`src/rtl/seg_scan_display.sv`:
```
// Time-multiplexed seven-segment hex driver with frame-aligned display updates.
// Optional leading-zero blanking is compiled in with `define SEG_LEADING_ZERO_BLANK_EN.
module seg_scan_display #(
  parameter int DIGITS   = 4,
  parameter int SCAN_DIV = 1000
) (
  input  logic                  clk,
  input  logic                  rst_n,
  input  logic [4*DIGITS-1:0]   value,
  input  logic                  load,
  input  logic [DIGITS-1:0]     dp_mask,
  input  logic                  enable,
  output logic [6:0]            seg_out,
  output logic                  dp_out,
  output logic [DIGITS-1:0]     dig_sel,
  output logic                  frame_done
);

  localparam int CW = $clog2(SCAN_DIV);
  localparam int IW = (DIGITS > 1) ? $clog2(DIGITS) : 1;
  localparam logic [CW-1:0] CNT_MAX = CW'(SCAN_DIV - 1);
  localparam logic [IW-1:0] IDX_MAX = IW'(DIGITS - 1);

  function automatic logic [6:0] enc(input logic [3:0] n);
    logic [6:0] s;
    case (n)
      4'h0: s = 7'b0111111;
      4'h1: s = 7'b0000011;
      4'h2: s = 7'b1101101;
      4'h3: s = 7'b1001111;
      4'h4: s = 7'b1010011;
      4'h5: s = 7'b1011110;
      4'h6: s = 7'b1111110;
      4'h7: s = 7'b0000111;
      4'h8: s = 7'b1111111;
      4'h9: s = 7'b1011111;
      4'hA: s = 7'b1110111;
      4'hB: s = 7'b1111010;
      4'hC: s = 7'b0111100;
      4'hD: s = 7'b1101011;
      4'hE: s = 7'b1111100;
      default: s = 7'b1110100;
    endcase
    return s;
  endfunction

  logic [CW-1:0]         cnt_q, cnt_d;
  logic [IW-1:0]         idx_q, idx_d;
  logic [4*DIGITS-1:0]   disp_val_q, disp_val_d;
  logic [DIGITS-1:0]     disp_dp_q, disp_dp_d;
  logic [4*DIGITS-1:0]   pend_val_q, pend_val_d;
  logic [DIGITS-1:0]     pend_dp_q, pend_dp_d;
  logic                  pend_v_q, pend_v_d;
  logic [6:0]            seg_q, seg_d;
  logic                  dp_q, dp_d;
  logic [DIGITS-1:0]     sel_q, sel_d;
  logic                  fd_q, fd_d;
  logic                  tick, wrap;
  logic [3:0]            nib;
`ifdef SEG_LEADING_ZERO_BLANK_EN
  logic                  zero_run;
  logic [DIGITS-1:0]     blank;
`endif

  always_comb begin
    tick = enable && (cnt_q == CNT_MAX);
    wrap = tick && (idx_q == IDX_MAX);

    cnt_d = cnt_q;
    if (tick)        cnt_d = '0;
    else if (enable) cnt_d = cnt_q + CW'(1);

    idx_d = idx_q;
    if (tick) idx_d = (idx_q == IDX_MAX) ? '0 : idx_q + IW'(1);

    pend_val_d = pend_val_q;
    pend_dp_d  = pend_dp_q;
    pend_v_d   = pend_v_q;
    if (load) begin
      pend_val_d = value;
      pend_dp_d  = dp_mask;
      pend_v_d   = 1'b1;
    end
    if (wrap) pend_v_d = 1'b0;

    // A load landing on the wrap edge bypasses the pending register.
    disp_val_d = disp_val_q;
    disp_dp_d  = disp_dp_q;
    if (wrap) begin
      if (load) begin
        disp_val_d = value;
        disp_dp_d  = dp_mask;
      end else if (pend_v_q) begin
        disp_val_d = pend_val_q;
        disp_dp_d  = pend_dp_q;
      end
    end

    // Outputs are built from next-state so a coincident load shows immediately.
    nib = disp_val_d[4*int'(idx_d) +: 4];
    seg_d = '0;
    dp_d  = 1'b0;
    sel_d = '0;
    if (enable) begin
      seg_d        = enc(nib);
      dp_d         = disp_dp_d[idx_d];
      sel_d[idx_d] = 1'b1;
    end

`ifdef SEG_LEADING_ZERO_BLANK_EN
    zero_run = 1'b1;
    blank    = '0;
    for (int i = DIGITS - 1; i >= 1; i--) begin
      zero_run = zero_run && (disp_val_d[4*i +: 4] == 4'h0);
      blank[i] = zero_run;
    end
    if (blank[idx_d]) seg_d = '0;
`endif

    fd_d = wrap;
  end

  always_ff @(posedge clk) begin
    if (!rst_n) begin
      cnt_q      <= '0;
      idx_q      <= '0;
      disp_val_q <= '0;
      disp_dp_q  <= '0;
      pend_val_q <= '0;
      pend_dp_q  <= '0;
      pend_v_q   <= 1'b0;
      seg_q      <= '0;
      dp_q       <= 1'b0;
      sel_q      <= '0;
      fd_q       <= 1'b0;
    end else begin
      cnt_q      <= cnt_d;
      idx_q      <= idx_d;
      disp_val_q <= disp_val_d;
      disp_dp_q  <= disp_dp_d;
      pend_val_q <= pend_val_d;
      pend_dp_q  <= pend_dp_d;
      pend_v_q   <= pend_v_d;
      seg_q      <= seg_d;
      dp_q       <= dp_d;
      sel_q      <= sel_d;
      fd_q       <= fd_d;
    end
  end

  assign seg_out    = seg_q;
  assign dp_out     = dp_q;
  assign dig_sel    = sel_q;
  assign frame_done = fd_q;

endmodule

```
`config.mk`:
```
export PLATFORM = sky130hd
export DESIGN_NAME = seg_scan_display
export DESIGN_NICKNAME = d
export VERILOG_FILES = /design/src/rtl/seg_scan_display.sv
export SDC_FILE = /design/constraint.sdc
export NUM_CORES = 1
export LEC_CHECK = 0
export BUFFER_PORTS_ARGS = -buffer_cell sky130_fd_sc_hd__buf_4
export CAP_MARGIN = 20
export CORE_MARGIN = 2
export CORE_UTILIZATION = 57
export DETAILED_ROUTE_END_ITERATION = 16
export HOLD_SLACK_MARGIN = 0.03
export PLACE_DENSITY = 0.79
export SKIP_LAST_GASP = 1
export SYNTH_ARGS = -nofsm -noshare
export SYNTH_HDL_FRONTEND = slang
export SYNTH_SLANG_ARGS = --single-unit
```
`constraint.sdc`:
```
create_clock -name clk -period 5 [get_ports clk]
set_input_delay 1 -clock clk [delete_from_list [all_inputs] [get_ports clk]]
set_output_delay 1 -clock clk [all_outputs]
set_load 0.005 [all_outputs]
```
### Word-level counts from Yosys, hierarchy flattened

Memories as Yosys holds them, arrays and structs flattened. A register that Yosys moved wholly into a read port is not among the register bits.
Index checks and enable logic that the tools add are counted.

| word-level totals | value |
|---|---|
| flip-flop bits (word level) | 59 |
| memory bits (read-only) | 112 |
| input bits | 24 |
| output and inout bits | 13 |
| logic and storage cells | 38 |
| memories | 1 |

| cells by class | value |
|---|---|
| add/subtract/negate cells | 2 |
| order comparisons | 2 |
| equal/unequal tests | 2 |
| shift-type cells | 1 |
| multiplexer cells | 12 |
| bitwise gates (word level) | 1 |
| reductions and logical operators | 7 |

Memory list:

| memory | depth | bits a word | rd ports | clocked after memory_dff | wr ports | line | RTL |
|---|---|---|---|---|---|---|---|
| (no name shown) | 16 | 7 | 1 | 1 | 0 | 26 | `case (n)` |

Operators with widths:

| cell | number |
|---|---|
| 16-bit 2-to-1 mux | 3 |
| 16-bit by 5-bit variable part select with 4-bit output | 1 |
| 4-bit 2-to-1 mux | 3 |
| 10-bit by 1-bit adder with 10-bit output (second input constant) | 1 |
| 10-bit == test (second input constant) | 1 |
| 2-bit 2-to-1 mux | 2 |
| 2-bit OR reduction | 2 |
| 1-bit logical AND | 3 |
| 2-bit by 3-bit less-than comparator with 1-bit output (second input constant) | 1 |
| 2-bit by 1-bit adder with 2-bit output (second input constant) | 1 |
| 1-bit binary-select mux with 2-bit select | 1 |
| 1-bit demux with 2-bit select | 1 |
| 2-bit == test (second input constant) | 1 |
| 2-bit by 1-bit greater-or-equal comparator with 1-bit output (second input constant) | 1 |
| 1-bit 2-to-1 mux | 2 |
| 2-bit AND reduction | 1 |
| 1-bit zero test | 1 |
| 1-bit NOT | 1 |

### Logic depth before layout (Yosys ltp)

| logic depth | value |
|---|---|
| word-level depth | 7 |
| mapped depth | 14 |
| gate-level depth less buffers | 13 |

### Worst setup path before layout

Ideal clock, no wire load.

| path | value |
|---|---|
| path kind | input to register |
| start | input port enable |
| end | register seg_q[0] (netlist: seg_out[0]) |
| setup time | 130 ps |
| data arrival time | 3654 ps |
| required time | 4870 ps |
| setup slack | 1216 ps |
| stages | 11 |
| buffers on the path | 2 |
| path through | buf_4 nand4_1 nor3_2 mux2i_1 clkbuf_1 mux2i_1 mux2i_1 inv_1 ha_1 a211oi_1 a311oi_1 |

| between the ends | value |
|---|---|
| longest elaborated chain between the ends | 4 |
| elaborated cells between the ends (all ways) | 7 |
| classes of those cells | shift (1); mux (2); reduce/logical (4) |

Ends and longest elaborated chain:

| what | line | RTL |
|---|---|---|
| start: declaration | 12 | `input logic enable,` |
| 1-bit logical AND | 66 | `tick = enable && (cnt_q == CNT_MAX);` |
| 1-bit logical AND | 67 | `wrap = tick && (idx_q == IDX_MAX);` |
| 16-bit 2-to-1 mux | 89 | `if (wrap) begin` |
| 16-bit by 5-bit variable part select with 4-bit output | 100 | `nib = disp_val_d[4*int'(idx_d) +: 4];` |
| end: declaration | 54 | `logic [6:0] seg_q, seg_d;` |

Parallel ways exist; a longest one is shown, timed or not.
A chain may end at the register's enable or synchronous reset.

### Worst setup path after layout

| path | value |
|---|---|
| start | input port enable |
| end | register seg_q[2] (netlist: seg_out[2]) |

The elaborated chain is that of the path after synthesis.

==> flow_summary_export.csv <==
group,metric,value,unit
critical_path,crit_type,"input port to flop",
critical_path,cp.arrival,3.94,ns
finish,multi_input_area,1563,um^2
run_status,status,"completed",
route,firstDrtPassIters,4,
timing,setup_tns,0,ns
grt,grt_max_degree,36,
pwr,power_density,332.7,nW/um^2
cts,clk_pin_slew,0.07,ns
grt,overflow,0,
synth,netlist_area,2989,um^2
finish,final-seq-area,1321,um^2
pwr,p_leak,1.552,nW
synth,postSynthNetCount,347,
cts,cts.path.max_buffers,2,
cts,cts_setup_buffers,0,
floorplan,die_w,76.42,um
timing,whs,0.4984,ns
floorplan,die_h,76.42,um
synth,synth_top_area_share,44.20,%
cts,cts_resized,0,
flow_run,max-cap-violations,0,
route,initialDrtViolationCount,153,
floorplan,rows,26,
place,gp_congestion,0.7487,
timing,fin_crit_sh,73.16,%
route,drt-wirelength-per-cell,16.45,um
cts,numCtsBuffers,9,
cts,clk-insertion-delay-late,0.35,ns
timing,setup_viol,0,
timing,grt_setup_unrepaired,"false",
place,hpwlAfterDp,4.442,mm
finish,syn2layout_area_growth,19.84,%
cts,cts_hold_buf,0,
route,vias,2481,
grt,antenna_found_initial,0,
synth,synth_area_per_cell,9.519,um^2
floorplan,die-area,5839,um^2
route,vias_per_cell,5.879,
pwr,ir_drop,0.2121,mV
critical_path,start_kind,"input port",
critical_path,worstPathCellList,"buf_4 -> nand4_1 -> nor3_2 -> nand2_1 -> a221oi_1 -> mux2i_1 -> mux2i_2 -> or3b_1 -> o221a_1 -> nor2_1",
synth,synth_area_leader_cell,"dfxtp_1",
finish,num-fill-cells,390,
finish,fin_nets,380,
finish,num_antenna_cells,0,
floorplan,ios,37,
hold_path,min_path_type,"flop to flop",
synth,synthTopCellsByCount,"dfxtp_1, nor2_1, mux2i_1, nand2_1, clkbuf_1",
synth,ys_warn_count,0,
floorplan,core_area,5075,um^2
synth,synth_ff_type,"dfxtp_1",
cts,root_buffer,"clkbuf_8",
route,wl,6.940,mm
place,place_area,3329,um^2
timing,finalHoldViolations,0,
floorplan,initial_core_util,58.90,%
timing,slew_headroom,44.91,%
finish,stdcell_area,3582,um^2
grt,grt.total_usage,24.92,%
critical_path,crit_path_max_fanout,13,
synth,synth_area_leaders,"dfxtp_1, mux2i_1, nor2_1",
synth,synth_edf_count,0,
synth,ys_ff_latch,66,
cts,clkSinkCount,66,
synth,async_flop_share,0,%
synth,syn_inst,314,
timing,clock_skew,0.008996,ns
timing,fin_crit,3.658,ns
synth,synthDistinctLibCells,44,
place,portBuffers,36,
critical_path,cp.required,5.28,ns
route,drc,0,
critical_path,cp-end-kind,"flop",
finish,fin_util,70.59,%
route,antenna_left,0,
grt,grt_pass1_vias,2429,
critical_path,slowest_delay,0.66,ns
timing,max_slew.worst_pin.slew,0.8103,ns
finish,drive_above_1_share,18.47,%
cts,cts_tree,"built",
synth,ys_seq_area_share,44.20,%
grt,grt_pass1_wl,11.55,mm
timing,fmax,273.4,MHz
timing,drv_slew,0,
cts,htreeDepth,3,
critical_path,crit_slowest_cell,"mux2i_2",
synth,yosys.cell_count.top_type,"dfxtp_1",
worst max-delay path: cells and delay by family:
family | cells | cell delay, ns
and+or+nand+nor | 5 | 1.41
AOI/OAI and AO/OA | 2 | 0.58
buffers and inverters | 1 | 0.13
muxes | 2 | 0.82
per-stage QoR:
stage	total power [W]	worst slack [ns]	instances
floorplan	0.0006022	1.216	314
global placement	0.0006306	1.163	405
detailed placement	0.0006355	1.053	406
CTS	0.001195	1.376	422
global route	0.001228	1.055	422
finish	0.001192	1.342	422
metal layers:
layer | track usage [%] | vias to the layer above | wire length [um]
met2 | 41.50 | 85 | 3463
met3 | 6.043 | 19 | 361
met5 | 0 | - | 0
li1 | - | 1208 | -
met1 | 30.23 | 1169 | 2944
met4 | 12.00 | 0 | 171
flip-flops by register name, summed over array words and instances (netlist names):
register	count
pend_v_q	1
dp_out	1
pend_val_q	16
seg_out	7
frame_done	1
disp_val_q	16
disp_dp_q	4
idx_q	2
dig_sel	4
pend_dp_q	4
cnt_q	10
where the power goes:
group          internal (W)  leakage, nW  switching [W]  total [W]
registers          0.000540        0.538      0.0000101   0.000550
clock network      0.000359        0.123       0.000209   0.000568
logic             0.0000371        0.891      0.0000368  0.0000738
cell type report:
cell class	instances	area share, %
Timing Repair Buffer	42	9.361
Sequential cell	66	36.88
Clock buffer	12	4.331
Inverter	6	0.6287
Tap cell	70	2.445
Clock inverter	4	2.724
Multi-Input combinational cell	222	43.63
worst paths after layout:
kind	cells past startpoint	end	from	slack, ns
worst max-delay path	10	seg_out[2]	enable	1.34
worst min-delay path	2	pend_val_q[0]	pend_val_q[0]	0.50
worst max register to register	10	seg_out[2]	cnt_q[0]	1.52
worst min register to register	2	pend_val_q[0]	pend_val_q[0]	0.50
layout by cell type (no fill, tap or decap), types with 5 or more instances in the layout:
cell type,synthesis,routed
a21oi_1,10,10
a221oi_1,5,5
and2_1,6,6
buf_4,2,41
clkbuf_8,0,11
dfxtp_1,66,66
ha_1,9,9
inv_1,6,6
mux2i_1,37,37
nand2_1,16,16
nor2_1,55,55
nor3_1,5,5
o221ai_1,7,7
o22ai_1,12,12
o32a_1,5,5
xor2_1,6,6
cell families (layout without fill, tap and decap cells):
family | count (synthesis) | count (layout) | share of synthesized area, %
compound gates | 57 | 57 | 14.82
xor+xnor | 10 | 10 | 2.930
simple gates | 106 | 106 | 16.87
buf+inv | 26 | 64 | 3.809
mux | 40 | 40 | 13.60
flops | 66 | 66 | 44.20
fa+ha+maj | 9 | 9 | 3.767
Note: power is estimated with default switching activity, not from simulation.
